===== src/rtl/jogador_automatico.sv =====
// -----------------------------------------------------------------------------
// jogador_automatico
//
// Automatic player for the jogo_playseq memory game. While the game displays
// its sequence, each one-hot LED pattern seen on `leds` is stored in a small
// buffer. Once `leds` has been quiet for T_QUIET cycles, the stored sequence
// is replayed on `botoes` as timed presses (T_PRESS cycles held, then T_GAP
// cycles released). Then the block waits for the next round's display.
//
// Ports:
//   clock        - single clock, rising edge
//   reset        - asynchronous, active-high; clears all state and outputs
//   habilita     - enable level; low forces the idle state
//   fim_jogo     - game over; forces the idle state
//   leds   [3:0] - LED output of the game (synchronous to clock)
//   botoes [3:0] - registered one-hot button stimulus to the game
//   jogando      - high while replaying (press or release phase)
//   tamanho      - number of entries captured this round
//   erro_padrao  - sticky: a nonzero, non-one-hot LED pattern was seen
//   estouro      - sticky: a capture was attempted with the buffer full
//   db_estado    - current state code, for debug
// -----------------------------------------------------------------------------
module jogador_automatico #(
    parameter int MAX_JOGADAS = 16,
    parameter int T_PRESS     = 500,
    parameter int T_GAP       = 500,
    parameter int T_QUIET     = 1500
) (
    input  logic                          clock,
    input  logic                          reset,
    input  logic                          habilita,
    input  logic                          fim_jogo,
    input  logic [3:0]                    leds,
    output logic [3:0]                    botoes,
    output logic                          jogando,
    output logic [$clog2(MAX_JOGADAS):0]  tamanho,
    output logic                          erro_padrao,
    output logic                          estouro,
    output logic [3:0]                    db_estado
);

    localparam int AW      = $clog2(MAX_JOGADAS);
    localparam int TW      = AW + 1;
    localparam int CNT_MAX = (T_PRESS > T_GAP)
                           ? ((T_PRESS > T_QUIET) ? T_PRESS : T_QUIET)
                           : ((T_GAP   > T_QUIET) ? T_GAP   : T_QUIET);
    localparam int CW      = $clog2(CNT_MAX + 1);

    localparam logic [TW-1:0] MAX_C       = TW'(MAX_JOGADAS);
    localparam logic [TW-1:0] TAM_ZERO    = {TW{1'b0}};
    localparam logic [TW-1:0] TAM_ONE     = {{(TW-1){1'b0}}, 1'b1};
    localparam logic [CW-1:0] CNT_ZERO    = {CW{1'b0}};
    localparam logic [CW-1:0] CNT_ONE     = {{(CW-1){1'b0}}, 1'b1};
    localparam logic [CW-1:0] PRESS_END_C = CW'(T_PRESS - 1);
    localparam logic [CW-1:0] GAP_END_C   = CW'(T_GAP - 1);
    localparam logic [CW-1:0] QUIET_C     = CW'(T_QUIET);
    localparam logic [AW-1:0] ADDR_ZERO   = {AW{1'b0}};

    typedef enum logic [3:0] {
        OCIOSO        = 4'd0,
        ESPERA_LED    = 4'd1,
        ESPERA_APAGAR = 4'd2,
        SILENCIO      = 4'd3,
        PRESSIONA     = 4'd4,
        SOLTA         = 4'd5
    } estado_t;

    // Nonzero with exactly one bit set.
    function automatic logic is_one_hot(input logic [3:0] v);
        return (v != 4'b0000) && ((v & (v - 4'b0001)) == 4'b0000);
    endfunction

    estado_t         state_q,   state_d;
    logic [3:0]      botoes_q,  botoes_d;
    logic            jogando_q, jogando_d;
    logic [TW-1:0]   tamanho_q, tamanho_d;
    logic [TW-1:0]   idx_q,     idx_d;
    logic [CW-1:0]   cnt_q,     cnt_d;
    logic            erro_q,    erro_d;
    logic            estouro_q, estouro_d;

    logic            mem_we_s;
    logic [TW-1:0]   idx_inc_s;
    logic [3:0]      mem_q [MAX_JOGADAS];

    assign idx_inc_s = idx_q + TAM_ONE;

    // Next-state and next-output computation for the capture/replay FSM.
    always_comb begin
        state_d   = state_q;
        botoes_d  = botoes_q;
        jogando_d = jogando_q;
        tamanho_d = tamanho_q;
        idx_d     = idx_q;
        cnt_d     = cnt_q;
        erro_d    = erro_q;
        estouro_d = estouro_q;
        mem_we_s  = 1'b0;

        if (fim_jogo || !habilita) begin
            // Abort from any state; sticky flags survive until the next start.
            state_d   = OCIOSO;
            botoes_d  = 4'b0000;
            jogando_d = 1'b0;
            tamanho_d = TAM_ZERO;
            idx_d     = TAM_ZERO;
            cnt_d     = CNT_ZERO;
        end else begin
            case (state_q)
                OCIOSO: begin
                    state_d   = ESPERA_LED;
                    erro_d    = 1'b0;
                    estouro_d = 1'b0;
                    botoes_d  = 4'b0000;
                    tamanho_d = TAM_ZERO;
                end

                ESPERA_LED, SILENCIO: begin
                    if (leds != 4'b0000) begin
                        if (is_one_hot(leds)) begin
                            if (tamanho_q < MAX_C) begin
                                mem_we_s  = 1'b1;
                                tamanho_d = tamanho_q + TAM_ONE;
                            end else begin
                                estouro_d = 1'b1;
                            end
                        end else begin
                            erro_d = 1'b1;
                        end
                        state_d = ESPERA_APAGAR;
                        cnt_d   = CNT_ZERO;
                    end else if (state_q == SILENCIO) begin
                        if (cnt_q >= QUIET_C) begin
                            if (tamanho_q != TAM_ZERO) begin
                                state_d   = PRESSIONA;
                                idx_d     = TAM_ZERO;
                                cnt_d     = CNT_ZERO;
                                botoes_d  = mem_q[ADDR_ZERO];
                                jogando_d = 1'b1;
                            end else begin
                                // Nothing to replay: counter saturates, state holds.
                                cnt_d = cnt_q;
                            end
                        end else begin
                            cnt_d = cnt_q + CNT_ONE;
                        end
                    end else begin
                        state_d = ESPERA_LED;
                    end
                end

                ESPERA_APAGAR: begin
                    if (leds == 4'b0000) begin
                        // This first zero cycle already counts toward the quiet window.
                        state_d = SILENCIO;
                        cnt_d   = CNT_ONE;
                    end else begin
                        state_d = ESPERA_APAGAR;
                    end
                end

                PRESSIONA: begin
                    if (cnt_q >= PRESS_END_C) begin
                        state_d  = SOLTA;
                        botoes_d = 4'b0000;
                        cnt_d    = CNT_ZERO;
                    end else begin
                        cnt_d = cnt_q + CNT_ONE;
                    end
                end

                SOLTA: begin
                    if (cnt_q >= GAP_END_C) begin
                        cnt_d = CNT_ZERO;
                        if (idx_inc_s >= tamanho_q) begin
                            state_d   = ESPERA_LED;
                            jogando_d = 1'b0;
                            tamanho_d = TAM_ZERO;
                            idx_d     = TAM_ZERO;
                        end else begin
                            state_d  = PRESSIONA;
                            idx_d    = idx_inc_s;
                            botoes_d = mem_q[idx_inc_s[AW-1:0]];
                        end
                    end else begin
                        cnt_d = cnt_q + CNT_ONE;
                    end
                end

                default: begin
                    state_d   = OCIOSO;
                    botoes_d  = 4'b0000;
                    jogando_d = 1'b0;
                    tamanho_d = TAM_ZERO;
                    idx_d     = TAM_ZERO;
                    cnt_d     = CNT_ZERO;
                end
            endcase
        end
    end

    // FSM state, counters and registered outputs.
    always_ff @(posedge clock or posedge reset) begin
        if (reset) begin
            state_q   <= OCIOSO;
            botoes_q  <= 4'b0000;
            jogando_q <= 1'b0;
            tamanho_q <= TAM_ZERO;
            idx_q     <= TAM_ZERO;
            cnt_q     <= CNT_ZERO;
            erro_q    <= 1'b0;
            estouro_q <= 1'b0;
        end else begin
            state_q   <= state_d;
            botoes_q  <= botoes_d;
            jogando_q <= jogando_d;
            tamanho_q <= tamanho_d;
            idx_q     <= idx_d;
            cnt_q     <= cnt_d;
            erro_q    <= erro_d;
            estouro_q <= estouro_d;
        end
    end

    // Sequence buffer; contents are meaningless until written, so no reset.
    always_ff @(posedge clock) begin
        if (mem_we_s) begin
            mem_q[tamanho_q[AW-1:0]] <= leds;
        end
    end

    assign botoes      = botoes_q;
    assign jogando     = jogando_q;
    assign tamanho     = tamanho_q;
    assign erro_padrao = erro_q;
    assign estouro     = estouro_q;
    assign db_estado   = state_q;

endmodule


===== config.mk =====
export PLATFORM = sky130hd
export DESIGN_NAME = jogador_automatico
export DESIGN_NICKNAME = d
export VERILOG_FILES = /design/src/rtl/jogador_automatico.sv
export SDC_FILE = /design/constraint.sdc
export NUM_CORES = 1
export LEC_CHECK = 0
export BUFFER_PORTS_ARGS = -buffer_cell sky130_fd_sc_hd__buf_2
export CAP_MARGIN = 20
export CORE_ASPECT_RATIO = 0.9
export CORE_UTILIZATION = 49
export DETAILED_ROUTE_END_ITERATION = 7
export PLACE_DENSITY = 0.66
export RECOVER_POWER = 50
export SETUP_SLACK_MARGIN = 0.3
export SLEW_MARGIN = 10
export SYNTH_ARGS = -nofsm -noshare
export SYNTH_HDL_FRONTEND = slang
export SYNTH_SLANG_ARGS = --single-unit
export TNS_END_PERCENT = 30

===== constraint.sdc =====
create_clock -name clock -period 4.46 [get_ports clock]
set_clock_uncertainty 0.2 [all_clocks]
set_input_delay 0.223 -clock clock [delete_from_list [all_inputs] [get_ports clock]]
set_output_delay 0.223 -clock clock [all_outputs]
set_load 0.05 [all_outputs]

==> flow_summary.toml <==
[placed_design]
port_buffers = 22
gp_congestion = 0.853
placed_cells = 489
dp_hpwl_um = 7010

[global_route]
met3_usage = 0.0311
grt_pass1_vias = 3034
grt_pass1_wl_um = 16400
grt_max_degree = 32
gr-usage-met1 = 0.332
use_met2 = 0.320
gr-max-usage-layer = "met1"
overflow = 0
antenna_found_initial = 0
grt.total_usage = 0.215

[sta]
final-setup-viol-count = 0
finalCriticalPeriod_ns = 3.32
max_freq_mhz = 301
period_share = 0.745
slew_headroom = -0.181
rsz0062_at_grt = "no"
slew_viol_final = 32
finalHoldWorstSlack_ns = 0.0366
tns_ns = 0
hold_violations = 0
worst_pin_slew_ns = 1.77

[synthesis]
synth-edff-count = 64
synth_sequential_area_ratio = 0.563
synth_top_area_share = 0.401
syn_inst = 360
avgSynthCellArea_um2 = 13.3
ys_top_cells_by_area = "edfxtp_1 (40%), dfrtp_1 (16%), mux4_2 (7.5%), ha_1 (3.1%), mux2_2 (1.9%)"
synth_cell_types = 61
synthFlopType = "edfxtp_1"
synthArstFlopShare = 0.326
netlist_area_mm2 = 0.00479
yosys_warnings = 0
syn_nets = 380
ys_seq_elements = 95
synth_top_cell_by_area = "edfxtp_1"

[worst_setup_path]
cp.required_ns = 4.50
critPathKind = "reg2reg"
arrival_ns = 3.36
critPathCaptureType = "flip-flop"
critPathLaunchType = "flip-flop"
worstPathMaxFanout = 9

[detailed_routing]
vias = 3164
drtPass1Iterations = 5
drt_iter0_markers = 200
drtAntennaViolNets = 0
avgRoutedWirePerCell_um = 20.1
drc = 0
wl_um = 10200
via_per_inst = 6.25

[finish]
area_growth_pct = 7.91
final_cell_count_no_fill = 506
multiInputGateArea_mm2 = 0.00192
antenna_cells = 0
drive_gt1_frac = 0.169
ff_latch_area_mm2 = 0.00270
fill_cells = 780
fin_nets = 399

[run_status]
status = "finished, violations left"
violations = "capacitance limit, slew limit"

[floorplan]
start_util = 0.516
die_area_mm2 = 0.0102
core_mm2 = 0.00929
fp-row-count = 33
io_pins = 24
die_x_um = 106
die_h_um = 95.8

[pwr]
power.density_mw_per_mm2 = 327
p_total_mw = 1.69
leakagePower_nw = 1.86
peakVddDrop_uv = 268

[cts]
clock_latency_ns = 0.35
htreeDepth = 3
cts.sinks = 95
numCtsBuffers = 9
clockBufferDepth = 2
cts_root_buf = "clkbuf_8"
path_clk_slew_ns = 0.10
cts_tree = "built"

[run]
maxCapViolations = 1

[min_path]
hold_path_class = "in2reg"
synth_stat cells, types with 9 or more instances:
cell       n
ha_1      12
nand3_1   10
mux4_2    16
nor2_1    20
edfxtp_1  64
dfrtp_1   31
nand2_1   14
o21ai_0   12
and4_1     9
inv_1     21
and3_1    11
a21oi_1   10
clkbuf_1  11
registers in the layout, summed over array words and instances (netlist names):
| name | flops |
|---|---|
| botoes | 4 |
| db_estado | 3 |
| erro_padrao | 1 |
| tamanho | 5 |
| idx_q | 5 |
| mem_q | 64 |
| estouro | 1 |
| jogando | 1 |
| cnt_q | 11 |
final timing paths:
kind                                       from                  endpoint  cells past startpoint  slack, ns
min                                    fim_jogo  db_estado[0]$_DFFE_PP0P_                      4       0.04
max                        idx_q[0]$_DFFE_PP0P_     botoes[3]$_DFFE_PP0P_                      8       1.14
min reg2reg                 estouro$_DFFE_PP0P_       estouro$_DFFE_PP0P_                      2       0.31
max in group asynchronous                 reset    tamanho[4]$_DFFE_PP0P_                      4       2.21
max reg2reg                idx_q[0]$_DFFE_PP0P_     botoes[3]$_DFFE_PP0P_                      8       1.14
min in group asynchronous                 reset     botoes[3]$_DFFE_PP0P_                      4       0.83
routing by layer:
layer | wire [µm] | share of wire
met1 | 4920 | 0.48
met2 | 4490 | 0.44
met3 | 687 | 0.068
met4 | 77 | 0.0076
met5 | 0 | 0
critical path, stage by stage (launching register included):
cell and delay [ns]:
dfrtp_1 0.40, ha_1 0.27, xor2_2 0.57, ha_1 0.37, a21oi_1 0.12, o21ai_0 0.20, a31o_2 0.33, a211oi_4 0.36
mux2_2 0.38
placed cells by master (no fill, tap or decap), types with 4 or more instances in the layout:
master and count:
a22o_1 8, buf_2 11, nor2b_1 4, o211ai_1 7, mux2i_1 7, clkbuf_1 12, dfrtp_1 31, mux2_2 8
and4_1 9, o21ai_0 12, a32oi_1 5, a21oi_1 10, ha_1 12, clkbuf_8 9, edfxtp_1 64, inv_1 21
nor2_1 20, nand2_1 14, mux4_2 16, nand3_1 10, nor3_1 5, and3_1 11, nand4_1 4, o31ai_1 5
o22ai_1 8
through the flow:
step                setup WS [ns]  cell area [µm²]  utilization
floorplan                    1.52             4790            -
global placement             1.34             4980        0.536
detailed placement           1.21             4980        0.536
CTS                          1.18             5190        0.559
global route                0.955             5170        0.557
finish                       1.14             5170        0.557
kinds of logic after synthesis:
group | after synthesis | synth area share
DFF | 95 | 0.563
AOI/OAI and AO/OA | 89 | 0.145
and+or+nand+nor | 89 | 0.105
buffers and inverters | 39 | 0.0373
muxes | 31 | 0.109
adders and majority gates | 12 | 0.0313
xor gates and xnor gates | 4 | 0.00888
other | 1 | 0.000783
power by group:
part	switching (mW)	total (mW)	internal (mW)
Clock	0.318	0.584	0.266
Combinational	0.101	0.141	0.0403
Sequential	0.0191	0.969	0.949
Total	0.438	1.69	1.26
repair_timing:
item,4_1_cts,5_1_grt
gates resized for setup,0,0
endpoints found under the hold margin,31,0
buffers inserted,0,0
hold buffers,1,0
area by class of cell:
| cell class | instances | area share |
|---|---|---|
| Timing Repair Buffer | 26 | 0.0242 |
| Clock inverter | 7 | 0.0150 |
| Sequential cell | 95 | 0.522 |
| Inverter | 21 | 0.0152 |
| Multi-Input combinational cell | 226 | 0.370 |
| Clock buffer | 9 | 0.0240 |
| Tap cell | 122 | 0.0295 |
(Power assumes the default switching activity.)
